File: src/rtl/fpu_iter_if.sv
// Operand/result handshake between the core's FP datapath and the iterative FPU.
// The core is the master; the FPU is the slave.
interface fpu_iter_if;
    logic        start;
    logic [1:0]  op;
    logic [31:0] a;
    logic [31:0] b;
    logic        busy;
    logic        done;
    logic [31:0] result;

    modport master (output start, op, a, b, input busy, done, result);
    modport slave  (input start, op, a, b, output busy, done, result);
endinterface

File: src/rtl/fpu_iter.sv
// Iterative single-precision add/sub/mul with truncating rounding.
// One bit of alignment, multiplication or normalisation is done per clock.
module fpu_iter #(
    parameter int MUL_STEPS = 24,
    parameter int ALIGN_CAP = 26
) (
    input  logic      clk,
    input  logic      rst,
    fpu_iter_if.slave bus
);
    typedef enum logic [2:0] {
        S_IDLE, S_UNPACK, S_ALIGN, S_MUL, S_ADD, S_NORM, S_PACK, S_DONE
    } state_t;

    localparam logic [1:0]        OP_SUB = 2'b01;
    localparam logic [1:0]        OP_RSV = 2'b11;
    localparam logic [31:0]       QNAN   = 32'h7FC0_0000;
    localparam logic signed [9:0] CAP_E  = ALIGN_CAP[9:0];

    // Saturate to Inf / flush to zero; the mantissa is already truncated.
    function automatic logic [31:0] pack_fp(input logic s, input logic signed [9:0] e,
                                            input logic [22:0] f, input logic z);
        if (z)                   return 32'h0000_0000;
        else if (e >= 10'sd255)  return {s, 8'hFF, 23'd0};
        else if (e <= 10'sd0)    return {s, 31'd0};
        else                     return {s, e[7:0], f};
    endfunction

    state_t             r_state;
    logic               r_phase;
    logic [5:0]         r_cnt;
    logic               r_busy, r_done;
    logic [31:0]        r_result;

    logic [31:0]        r_a, r_b;
    logic [1:0]         r_op;
    logic               r_sa, r_sb, r_special;
    logic signed [9:0]  r_ea, r_eb;
    logic [23:0]        r_ma, r_mb;
    logic               r_sx, r_sy, r_zero;
    logic signed [9:0]  r_ex;
    logic [24:0]        r_mx;
    logic [23:0]        r_my;
    logic [47:0]        r_acc, r_mcand;
    logic [23:0]        r_mplier;

    logic               w_a_ge_b, w_cap, w_norm_done;
    logic signed [9:0]  w_d;
    logic [24:0]        w_sum;

    assign w_a_ge_b    = {r_ea[7:0], r_ma} >= {r_eb[7:0], r_mb};
    assign w_d         = w_a_ge_b ? (r_ea - r_eb) : (r_eb - r_ea);
    assign w_cap       = w_d >= CAP_E;
    assign w_sum       = (r_sx == r_sy) ? (r_mx + {1'b0, r_my}) : (r_mx - {1'b0, r_my});
    // Look one bit ahead so a single left shift that lands on bit 23 finishes NORM.
    assign w_norm_done = r_op[1] || (r_mx == 25'd0) || r_mx[24] || r_mx[23] || r_mx[22];

    assign bus.busy   = r_busy;
    assign bus.done   = r_done;
    assign bus.result = r_result;

    always_ff @(posedge clk or negedge rst) begin
        if (!rst) begin
            r_state  <= S_IDLE;
            r_phase  <= 1'b0;
            r_cnt    <= 6'd0;
            r_busy   <= 1'b0;
            r_done   <= 1'b0;
            r_result <= 32'h0000_0000;
        end else begin
            r_done <= 1'b0;
            case (r_state)
                S_IDLE: if (bus.start) begin
                    r_state <= S_UNPACK;
                    r_phase <= 1'b0;
                    r_busy  <= 1'b1;
                end
                // UNPACK spends one cycle splitting fields, a second comparing and dispatching.
                S_UNPACK: if (!r_phase) begin
                    r_phase <= 1'b1;
                end else if (r_op == OP_RSV) begin
                    r_result <= 32'h0000_0000;
                    r_done   <= 1'b1;
                    r_state  <= S_DONE;
                end else if (r_special) begin
                    r_result <= QNAN;
                    r_done   <= 1'b1;
                    r_state  <= S_DONE;
                end else if (r_op[1]) begin
                    r_cnt   <= MUL_STEPS[5:0];
                    r_state <= S_MUL;
                end else if (w_cap || (w_d == 10'sd0)) begin
                    r_state <= S_ADD;
                end else begin
                    r_cnt   <= w_d[5:0];
                    r_state <= S_ALIGN;
                end
                S_ALIGN: begin
                    r_cnt <= r_cnt - 6'd1;
                    if (r_cnt == 6'd1) r_state <= S_ADD;
                end
                S_MUL: begin
                    r_cnt <= r_cnt - 6'd1;
                    if (r_cnt == 6'd1) r_state <= S_NORM;
                end
                S_ADD:  r_state <= S_NORM;
                S_NORM: if (w_norm_done) r_state <= S_PACK;
                S_PACK: begin
                    r_result <= pack_fp(r_sx, r_ex, r_mx[22:0], r_zero);
                    r_done   <= 1'b1;
                    r_state  <= S_DONE;
                end
                S_DONE: begin
                    r_busy  <= 1'b0;
                    r_state <= S_IDLE;
                end
                default: r_state <= S_IDLE;
            endcase
        end
    end

    always_ff @(posedge clk) begin
        case (r_state)
            S_IDLE: if (bus.start) begin
                r_a  <= bus.a;
                r_b  <= bus.b;
                r_op <= bus.op;
            end
            S_UNPACK: if (!r_phase) begin
                r_sa      <= r_a[31];
                r_sb      <= r_b[31] ^ (r_op == OP_SUB);
                r_ea      <= {2'b00, r_a[30:23]};
                r_eb      <= {2'b00, r_b[30:23]};
                r_ma      <= (r_a[30:23] == 8'd0) ? 24'd0 : {1'b1, r_a[22:0]};
                r_mb      <= (r_b[30:23] == 8'd0) ? 24'd0 : {1'b1, r_b[22:0]};
                r_special <= (r_a[30:23] == 8'hFF) || (r_b[30:23] == 8'hFF);
            end else begin
                r_zero <= 1'b0;
                if (r_op[1]) begin
                    r_sx     <= r_sa ^ r_sb;
                    r_ex     <= r_ea + r_eb - 10'sd127;
                    r_acc    <= 48'd0;
                    r_mcand  <= {24'd0, r_ma};
                    r_mplier <= r_mb;
                end else begin
                    r_sx <= w_a_ge_b ? r_sa : r_sb;
                    r_sy <= w_a_ge_b ? r_sb : r_sa;
                    r_ex <= w_a_ge_b ? r_ea : r_eb;
                    r_mx <= {1'b0, (w_a_ge_b ? r_ma : r_mb)};
                    r_my <= w_cap ? 24'd0 : (w_a_ge_b ? r_mb : r_ma);
                end
            end
            S_ALIGN: r_my <= r_my >> 1;
            S_MUL: begin
                r_acc    <= r_acc + (r_mplier[0] ? r_mcand : 48'd0);
                r_mcand  <= r_mcand << 1;
                r_mplier <= r_mplier >> 1;
            end
            S_ADD: r_mx <= w_sum;
            S_NORM: if (r_op[1]) begin
                if (r_acc == 48'd0) begin
                    r_zero <= 1'b1;
                end else if (r_acc[47]) begin
                    r_mx <= {1'b0, r_acc[47:24]};
                    r_ex <= r_ex + 10'sd1;
                end else begin
                    r_mx <= {1'b0, r_acc[46:23]};
                end
            end else begin
                if (r_mx == 25'd0) begin
                    r_zero <= 1'b1;
                end else if (r_mx[24]) begin
                    r_mx <= r_mx >> 1;
                    r_ex <= r_ex + 10'sd1;
                end else if (!r_mx[23]) begin
                    r_mx <= r_mx << 1;
                    r_ex <= r_ex - 10'sd1;
                end
            end
            default: ;
        endcase
    end
endmodule

File: src/flat_wrapper.sv
// flat-port wrapper written by rule: the top's interface ports become plain ports
module fpu_iter_flat 
#(
    parameter int MUL_STEPS = 24,
    parameter int ALIGN_CAP = 26
)
  (clk, rst, bus_start, bus_op, bus_a, bus_b, bus_busy, bus_done, bus_result);
  fpu_iter_if bus_i ();
  input  logic clk;
  input  logic rst;
  input wire logic [$bits(bus_i.start)-1:0] bus_start;
  input wire logic [$bits(bus_i.op)-1:0] bus_op;
  input wire logic [$bits(bus_i.a)-1:0] bus_a;
  input wire logic [$bits(bus_i.b)-1:0] bus_b;
  output wire logic [$bits(bus_i.busy)-1:0] bus_busy;
  output wire logic [$bits(bus_i.done)-1:0] bus_done;
  output wire logic [$bits(bus_i.result)-1:0] bus_result;
  assign bus_i.start = bus_start;
  assign bus_i.op = bus_op;
  assign bus_i.a = bus_a;
  assign bus_i.b = bus_b;
  assign bus_busy = bus_i.busy;
  assign bus_done = bus_i.done;
  assign bus_result = bus_i.result;
  fpu_iter #(.MUL_STEPS(MUL_STEPS), .ALIGN_CAP(ALIGN_CAP)) u_core (.clk(clk), .rst(rst), .bus(bus_i));
endmodule
File: config.mk
export PLATFORM = sky130hd
export DESIGN_NAME = fpu_iter_flat
export DESIGN_NICKNAME = d
export VERILOG_FILES = /design/src/rtl/fpu_iter_if.sv /design/src/rtl/fpu_iter.sv /design/src/flat_wrapper.sv
export SDC_FILE = /design/constraint.sdc
export NUM_CORES = 1
export LEC_CHECK = 0
export BUFFER_PORTS_ARGS = -buffer_cell sky130_fd_sc_hd__buf_4
export CORE_ASPECT_RATIO = 1.75
export CORE_UTILIZATION = 40
export DETAILED_ROUTE_END_ITERATION = 12
export GPL_TIMING_DRIVEN = 0
export HOLD_SLACK_MARGIN = 0.12
export PLACE_DENSITY_LB_ADDON = 0.1
export REMOVE_ABC_BUFFERS = 1
export SLEW_MARGIN = 0
export SYNTH_ARGS = -nofsm -noshare
export SYNTH_HDL_FRONTEND = slang
export SYNTH_SLANG_ARGS = --single-unit
File: constraint.sdc
create_clock -name clk -period 25.7 [get_ports clk]
set_input_delay 2.57 -clock clk [delete_from_list [all_inputs] [get_ports clk]]
set_output_delay 2.57 -clock clk [all_outputs]
set_load 0.02 [all_outputs]
==> metrics <==
number of fill cells=slightly above 5000; max-capacitance violation count=0; count leader, synth=edfxtp_1; sequential fraction of the synthesis area=0.490; HP Class=flip-flop to flip-flop; final WL=57100 um; LEAKAGE=approximately 9.7 nW; layout overhead on the synthesized area=14.3%; Peak VDD IR=0.0000597 V; Critical Path Sink Type=flip-flop; Synth top cells by count=edfxtp_1, nand2_1, nor2_1; htree depth=2; vias=roughly 16000; effective utilization at floorplan=0.405; post-synth top area share=0.439; distinct cell type count after synthesis=79; EDFF count, synth=315; Synth Area per Inst=between 10 and 15 sq um; worst setup path class=flip-flop to flip-flop; power per cell area=roughly 130 nW/um^2; Rows=roughly 110; Slew Limit Fails=0; synth top area cells=edfxtp_1, ha_1, dfrtp_1; Worst Path Buf+Inv=1; Synth Area in XOR/XNOR=0.0447; crit path cell chain=ha_1 -> a21o_1 -> a211o_1 -> a211oi_2 -> o22ai_2 -> nor3_4 -> buf_16 -> mux2_2 -> xnor2_1 -> a32o_1 -> o31a_1 -> a21oi_2 -> o221a_1; Async SR Flop Fraction=0.123; global route overflow=0; Starting DRT DRC Count=~1100; Simple-Gate Fraction of Synth Area=0.159; Synth Area in Compound Gates=0.158; r2r startpoint=u_core.r_ma[9]$_SDFFCE_PN0P_; GP Congestion=0.887; post-DR vias/cell=approximately 5.5; io pins=just over 100; Crit-path slowest cell=a32o_1; Synth Area in Adders=0.0778; area occupied by multi-input gates=10300 sq um; drt pass-1 iters=7; Final #Nets=about 2400; RSZ-0062 raised after global routing=false; Antenna diodes=0; post-CTS resize count=0; mux cell area share after synthesis=0.0376; Post-CTS Hold Buffers=0; clock skew=approximately 29 ps; Worst-Margin Slew=roughly 1400 ps; Max Clock Freq=roughly 190 MHz; Post-CTS Setup Inserts=0; Fin Hold WS=448 ps; setup_tns=0 ps; clock slew at reported path FFs=~70 ps; Setup violations, final=0; Die Width=177 um; total CTS buffers=38; Residual DRC=0; Worst Setup SP=u_core.r_ma[9]$_SDFFCE_PN0P_; clock sinks=roughly 360; fraction of layout cells with a size suffix above 1=0.111; period utilization=0.209; status=complete, no violations; yosys warns=0; Critical Path RT=26140 ps; Post-Syn Area=21500 sq um; Final Hold Vio Count=0; Seq. cell area=between 10000 and 15000 sq um; ys flop type=edfxtp_1; design area=between 20000 and 25000 sq um; Critical Path AT=around 5800 ps; Syn Inst Count=about 2100; Crit path max-delay family=compound AO/OA/AOI/OAI gates; Hold Startpoint=u_core.r_a[31]$_DFFE_PP_; Detail Route Antenna Nets=0; Routed WL per cell=approximately 20 um; largest net degree at the start of global routing=70; slew margin rel.=0.0937; worst skew pair latency=between 500 and 600 ps; cell taking the most area after synthesis=edfxtp_1; Crit Path Max Fanout=26; die area=between 50000 and 60000 sq um; initial antenna violation count=0; Core Util, Final=0.462; largest family of logic cells by synthesized area=simple AND/OR/NAND/NOR gates; CTS root buffer=clkbuf_16; Tmin final=between 5000 and 6000 ps; DP Wirelength=around 43000 um; first-pass GRT wire length=between 90000 and 100000 um; DP Area=around 23000 sq um; startpoint types=flip-flop; CTS tree=yes; slowest stage delay, CP=1000 ps; number of global-route vias before repair=between 15000 and 20000; number of synthesized register bits=between 300 and 400; largest buffer count on any clock path=3; Tot GR Track Use=0.212; core box area=53300 sq um; DIE HEIGHT=309 um; IO buf count=a little over 100
-- stage by stage --
| step | worst slack, ps | power [mW] | std cells |
|---|---|---|---|
| after floorplan | 3900 | 2.18 | 1989 |
| after global placement | -11420 | 2.65 | 2775 |
| after detailed placement | 20210 | 2.60 | 2812 |
| after CTS | 20150 | 3.19 | 2882 |
| after global routing | 20060 | 3.40 | 2883 |
| final | 20330 | 3.17 | 2883 |
-- layer usage --
| metal | track usage | part of all wire | up-vias |
|---|---|---|---|
| met2 | 0.386 | 0.52 | 330 |
| met1 | 0.255 | 0.41 | 7585 |
| met3 | 0.0213 | 0.032 | 95 |
| met4 | 0.0807 | 0.036 | 0 |
| met5 | 0 | 0 | - |
| li1 | - | - | 7848 |
-- report_power, final --
group	switching (mW)	leakage, nW	internal (mW)	total (mW)
clock network	0.245	0.616	0.327	0.572
logic	0.884	5.61	0.621	1.51
registers	0.192	3.48	0.899	1.09
total	1.32	9.71	1.85	3.17
-- cells by family after synthesis --
kind of cell | Yosys count
AOI/OAI and AO/OA | 519
xor gates and xnor gates | 110
adders and majority gates | 131
buffers and inverters | 183
DFF | 359
muxes | 79
and+or+nand+nor | 706
-- path summary, 6_finish.rpt --
kind	end	slack, ps	depth (start not counted)
hold / removal	u_core.r_sa$_DFFE_PP_	450	0
setup reg to reg	u_core.r_cnt[2]$_DFFE_PN0P_	20330	13
hold reg to reg	u_core.r_sa$_DFFE_PP_	450	0
setup / recovery	u_core.r_cnt[2]$_DFFE_PN0P_	20330	13
max in group asynchronous	u_core.bus.result[3]$_DFFE_PN0P_	23200	1
min in group asynchronous	u_core.r_cnt[3]$_DFFE_PN0P_	2020	1
-- cell type report --
cell class | count | area share
sequential | 359 | 0.429
multi-input combinational | 1545 | 0.420
timing repair buffer | 140 | 0.0518
clock buffer | 48 | 0.0418
tap | 684 | 0.0348
inverter | 85 | 0.0130
clock inverter | 22 | 0.00986
-- state kept, by name (all words and copies together), names as in the netlist, 2 cells and up --
register and flops:
u_core.r_my 24, u_core.r_mb 24, u_core.bus.result 32, u_core.r_eb 8, u_core.r_mplier 24, u_core.r_mx 25
u_core.r_b 32, u_core.r_ma 24, u_core.r_ex 10, u_core.r_mcand 48, u_core.r_cnt 6, u_core.r_acc 48
u_core.r_a 32, u_core.r_ea 8, u_core.r_op 2, u_core.r_state 3
-- layout by cell type, fill, tap and decap left out, drive strengths merged, types with 23 or more instances in the layout --
cell type,instances
clkbuf,48
nand4,27
buf,140
nor3,30
ha,126
nor4,23
edfxtp,315
o31ai,33
mux2i,72
nand3,28
nor2,163
a21oi,125
inv,84
nand2,233
o211ai,27
o21ai,130
xor2,40
xnor2,70
a21o,35
and3,32
dfrtp,44
and2,102
a22o,23
No activity file was read; power rests on OpenSTA's default activity.
